<file path="src/rtl/operand_entry_pkg.sv">
// Shared types and defaults for the operand entry path.
// Fixed state encodings are visible on the STATE output.
package operand_entry_pkg;

  localparam int DEBOUNCE_CYCLES_DEFAULT = 500000;

  typedef enum logic [1:0] {
    LOAD_A = 2'b00,
    LOAD_B = 2'b01,
    SHOW   = 2'b10
  } state_t;

endpackage

</file>
<file path="src/rtl/operand_entry_fsm_key_debouncer.sv">
// Synchronises, debounces and edge-detects an active-low pushbutton.
// press is a single-cycle pulse on an accepted 1->0 level change.
module key_debouncer
  import operand_entry_pkg::*;
#(
  parameter int DEBOUNCE_CYCLES = DEBOUNCE_CYCLES_DEFAULT
) (
  input  logic clk,
  input  logic rst_n,
  input  logic key,
  output logic level,
  output logic press
);

  localparam int CNT_W = $clog2(DEBOUNCE_CYCLES + 1);
  localparam logic [CNT_W-1:0] CNT_LAST = CNT_W'(DEBOUNCE_CYCLES - 1);

  logic             sync1;
  logic             sync2;
  logic [CNT_W-1:0] cnt;
  logic [CNT_W-1:0] cnt_next;
  logic             level_next;
  logic             level_prev;

  // Stability counter: accept the synced level only after it has differed long enough
  always_comb begin
    cnt_next   = cnt;
    level_next = level;
    if (sync2 == level) begin
      cnt_next = {CNT_W{1'b0}};
    end else if (cnt == CNT_LAST) begin
      cnt_next   = {CNT_W{1'b0}};
      level_next = sync2;
    end else begin
      cnt_next = cnt + {{(CNT_W-1){1'b0}}, 1'b1};
    end
  end

  // Synchroniser, debounce state and registered falling-edge pulse
  always_ff @(posedge clk or negedge rst_n) begin
    if (!rst_n) begin
      sync1      <= 1'b1;
      sync2      <= 1'b1;
      cnt        <= {CNT_W{1'b0}};
      level      <= 1'b1;
      level_prev <= 1'b1;
      press      <= 1'b0;
    end else begin
      sync1      <= key;
      sync2      <= sync1;
      cnt        <= cnt_next;
      level      <= level_next;
      level_prev <= level;
      press      <= level_prev & ~level;
    end
  end

endmodule

</file>
<file path="src/rtl/operand_entry_fsm.sv">
// Operand entry sequencer: loads A then B from SW on debounced KEY1 presses
// and holds a registered, carry-preserving sum for the display stage.
module operand_entry_fsm
  import operand_entry_pkg::*;
#(
  parameter int WIDTH           = 8,
  parameter int DEBOUNCE_CYCLES = DEBOUNCE_CYCLES_DEFAULT
) (
  input  logic             CLOCK_50,
  input  logic             KEY0,
  input  logic             KEY1,
  input  logic [WIDTH-1:0] SW,
  output logic [WIDTH-1:0] A,
  output logic [WIDTH-1:0] B,
  output logic [WIDTH:0]   SUM,
  output logic [1:0]       STATE,
  output logic             SUM_VALID
);

  state_t state;
  state_t next_state;
  logic   key_level;
  logic   key_press;
  logic   pressed;
  logic   load_a;
  logic   load_b;

  key_debouncer #(
    .DEBOUNCE_CYCLES(DEBOUNCE_CYCLES)
  ) u_key1 (
    .clk  (CLOCK_50),
    .rst_n(KEY0),
    .key  (KEY1),
    .level(key_level),
    .press(key_press)
  );

  // The pulse can only follow a fall, so qualifying with the level is a cheap guard
  assign pressed = key_press & ~key_level;
  assign STATE   = state;

  // Next-state and load-enable decode
  always_comb begin
    next_state = state;
    load_a     = 1'b0;
    load_b     = 1'b0;
    case (state)
      LOAD_A: begin
        if (pressed) begin
          load_a     = 1'b1;
          next_state = LOAD_B;
        end else begin
          next_state = LOAD_A;
        end
      end
      LOAD_B: begin
        if (pressed) begin
          load_b     = 1'b1;
          next_state = SHOW;
        end else begin
          next_state = LOAD_B;
        end
      end
      SHOW: begin
        if (pressed) begin
          load_a     = 1'b1;
          next_state = LOAD_B;
        end else begin
          next_state = SHOW;
        end
      end
      default: begin
        next_state = LOAD_A;
      end
    endcase
  end

  // State, operand and sum registers
  always_ff @(posedge CLOCK_50 or negedge KEY0) begin
    if (!KEY0) begin
      state     <= LOAD_A;
      A         <= {WIDTH{1'b0}};
      B         <= {WIDTH{1'b0}};
      SUM       <= {(WIDTH+1){1'b0}};
      SUM_VALID <= 1'b0;
    end else begin
      state <= next_state;
      if (load_a) begin
        A         <= SW;
        SUM_VALID <= 1'b0;
      end
      if (load_b) begin
        B         <= SW;
        SUM       <= {1'b0, A} + {1'b0, SW};
        SUM_VALID <= 1'b1;
      end
    end
  end

endmodule

</file>
<file path="config.mk">
export PLATFORM = sky130hd
export DESIGN_NAME = operand_entry_fsm
export DESIGN_NICKNAME = d
export VERILOG_FILES = /design/src/rtl/operand_entry_pkg.sv /design/src/rtl/operand_entry_fsm_key_debouncer.sv /design/src/rtl/operand_entry_fsm.sv
export SDC_FILE = /design/constraint.sdc
export NUM_CORES = 1
export LEC_CHECK = 0
export ABC_CLOCK_PERIOD_IN_PS = 2900
export CAP_MARGIN = 20
export CORE_MARGIN = 4
export CORE_UTILIZATION = 45
export CTS_CLUSTER_SIZE = 25
export DETAILED_ROUTE_END_ITERATION = 12
export PLACE_DENSITY = 0.75
export REMOVE_ABC_BUFFERS = 1
export SLEW_MARGIN = 25
export SYNTH_ARGS = -nofsm -noshare
export SYNTH_HDL_FRONTEND = slang
export SYNTH_SLANG_ARGS = --single-unit
</file>
<file path="constraint.sdc">
create_clock -name CLOCK_50 -period 2.9 [get_ports CLOCK_50]
set_input_delay 0.58 -clock CLOCK_50 [delete_from_list [all_inputs] [get_ports CLOCK_50]]
set_output_delay 0.58 -clock CLOCK_50 [all_outputs]
set_load 0.05 [all_outputs]
</file>
==> impl_results.md <==
- Status: finished, final reports clean
- DRC viols: 0
- Reg-to-reg startpoint: A[0]
- Placed Cells: 355
- Mapped Cells: 248
- Most common cell in the netlist: dfrtp_1
- Worst hold path class: in2async
- Worst Slack Setup Final: 0.547 ns
- Vias in the first global route: 1905
- Cts repair resizes: 0
- Crit-path cells: clkdlybuf4s50_1 > ha_1 > fa_1 > a211oi_1 > nor4b_1 > a311oi_1 > o21ai_1
- RSZ-0062 raised after global routing: no
- # diodes: 0
- PwrDens: 419 mW/mm2
- Mapped Avg Cell Area: 10.3 um2
- Number of buffers created by CTS: 5
- All-Layer GR Usage: 16.3%
- Ys flop type: dfrtp_1
- Worst setup path endpoint: SUM[6]
- RePlAce Congestion: 0.892
- WS Path Type: in2reg
- TritonCTS clock tree: yes
- Clock power frac: 38.1%
- Actual slew at the worst max-slew pin: 0.745 ns
- # Post-CTS Setup Buffers: 0
- First-pass GRT wire length: 9.23 mm
- Int Pwr: 1.02 mW
- Fin nets: 311
- Setup-failing EPs final: 0
- Initial drt markers: 211
- Sequential power share: 56.3%
- Initial antenna violation count: 0
- Total clock sinks: 52
- Initial Utilization: 46.4%
- Seq/Total Area, Yosys: 51.1%
- Worst EP required: 3.10 ns
- Clk Latency, worst-skew pair: 0.31 ns
- Warnings from Yosys: 0
- Grt ovf: 0
- Synthesized flop and latch total: 52
- MaxCap Viol Count: 0
- Post-synth top area cell: dfrtp_1
- FF/Latch Area: 0.00131 mm2
- R2R depth: 6
- Yosys top cell area share: 47.0%
- CP max FO: 3
- CTS clock-pin slew for the worst setup and hold paths: 0.09 ns
- Worst R2R End: SUM[6]
- Util after Layout: 56.9%
- Post-route ant nets: 0
- Period minus WS final: 2.35 ns
- Routed WL per cell: 14.9 um
- Chip width: 83.4 um
- Worst vdd ir: 0.230 mV
- Crit path arrival time: 2.55 ns
- Comb pwr share: 5.5%
- Largest cells by area after synthesis: dfrtp_1 47%, nand2_1 6.3%, ha_1 4.4%
- Final hold violations: 0
- CTS Buffer Depth: 2
- Root Buffer: clkbuf_8
- Vias: 1961
- Total power: 1.31 mW
- Leak pwr: 1.33 nW
- Fin crit share: 81.1%
- EDFF count, synth: 0
- P_sw: 0.295 mW
- Filler Cells Inserted: 472
- FP Rows: 27
- Via/cell ratio: 5.40
- CP max stage cell: clkdlybuf4s50_1
- Die H: 83.4 um
- Area grow syn2layout: 22.5%
- Synth top cells by count: 48 x dfrtp_1, 43 x nand2_1, 19 x nor2_1
- Slew headroom: 50.3%
- Layout cells sized above 1: 10.3%
- Setup WS pre-CTS: 0.291 ns
- Setup crit end kind: register
- F_max: 0.425 GHz
- Post-Syn Area: 0.00256 mm2
- Port-buffer cells: 38
- Clock Skews: 0.00499 ns
- CTS H-tree depth: 2
- Largest net degree at the start of global routing: 25
- Final std cells w/o fill: 363
- Crit start category: input port
- Critical Path Max Stage Delay: 0.45 ns
- Synth async-reset ratio: 100%
- 1st-pass router iterations: 4
- R2r setup slk: 0.84 ns
- Synth unique cells: 47
- Die area: 0.00695 mm2
- Final WL: 5.42 mm
- Sw Ratio: 22.5%
- DP Wirelength: 3.86 mm
- I/O pins: 39
- Hold buffer count at cts: 0
- Final Max Slew Viols: 0
- Setup_tns: 0 ns
- Core Region: 0.00551 mm2
- Area of the multi-input gates: 0.00121 mm2
- Critical path startpoint: SW[0]
[placed cells by master (no fill, tap or decap), drive strengths merged, types with 2 or more instances in the layout]
master / instances
or3: 2
nand2: 43
mux2i: 3
inv: 3
nor4: 7
nand4: 6
nand3: 9
clkbuf: 5
nor3: 7
buf: 4
nor2b: 3
nor4b: 2
clkdlybuf4s50: 37
a211oi: 4
o21ai: 17
xnor2: 11
xor2: 5
a21oi: 6
nor2: 20
nor3b: 5
or2: 3
dfstp: 4
mux2: 9
a21o: 4
dfrtp: 48
ha: 9
[sequential cells by signal, indices dropped and copies added, names as in the netlist]
name / count
A: 8
B: 8
STATE: 2
SUM: 9
SUM_VALID: 1
u_key1.cnt: 19
u_key1.level: 1
u_key1.level_prev: 1
u_key1.press: 1
u_key1.sync1: 1
u_key1.sync2: 1
[worst max-delay path: cells and delay by family]
kind / cells / cell delay, ns
buf+inv: 1 / 0.45
compound gates: 3 / 0.72
fa+ha+maj: 2 / 0.69
simple gates: 1 / 0.12
[cell type report]
| cell class | instances | share of cell area, % |
|---|---|---|
| clock inverters | 3 | 1.36 |
| multi-input cells | 187 | 38.8 |
| inverters | 3 | 0.360 |
| repair buffers | 41 | 12.7 |
| flip-flops and latches | 52 | 41.7 |
| well taps | 72 | 2.88 |
| clock buffers | 5 | 2.20 |
[kinds of logic (layout without fill, tap and decap cells)]
logic type / Yosys count / count (layout) / synth area share, %
compound gates: 34 / 34 / 8.08
xor+xnor: 16 / 16 / 5.48
fa+ha+maj: 10 / 10 / 5.19
buf+inv: 9 / 52 / 1.52
flops: 52 / 52 / 51.1
mux: 12 / 12 / 5.14
simple gates: 115 / 115 / 23.5
[metrics by stage]
step / hold slack [ns] / cell area, um2
after floorplan: 0.284 / 2530
after global placement: 0.346 / 3020
after detailed placement: 0.347 / 3020
after CTS: 0.259 / 3130
after global routing: 0.279 / 3130
final: 0.247 / 3130
[power groups by stage]
stage	logic (mW)	registers (mW)	clock network, mW
6_report	0.0726	0.738	0.500
5_1_grt	0.0807	0.740	0.545
4_1_cts	0.0737	0.738	0.512
3_5_place_dp	0.0734	0.752	0
3_3_place_gp	0.0720	0.752	0
2_1_floorplan	0.0242	0.757	0
[how the worst min path moves through the flow]
stage,depth (start not counted),slack [ns],end
after floorplan,0,0.28,A[0]
after global placement,0,0.35,u_key1.sync2
after detailed placement,0,0.35,u_key1.sync2
after CTS,1,0.26,u_key1.cnt[5]
after global routing,1,0.28,u_key1.cnt[5]
final,1,0.25,SUM[7]
[routing by layer]
metal  vias to the layer above  global-route usage, %  share of wire (%)
li1                        952                      -                  -
met1                       959                   22.7                 48
met2                        42                   24.9                 47
met3                         8                   3.37                3.2
met4                         0                   6.24                1.6
met5                         -                      0                  0
No activity file was read; power rests on OpenSTA's default activity.
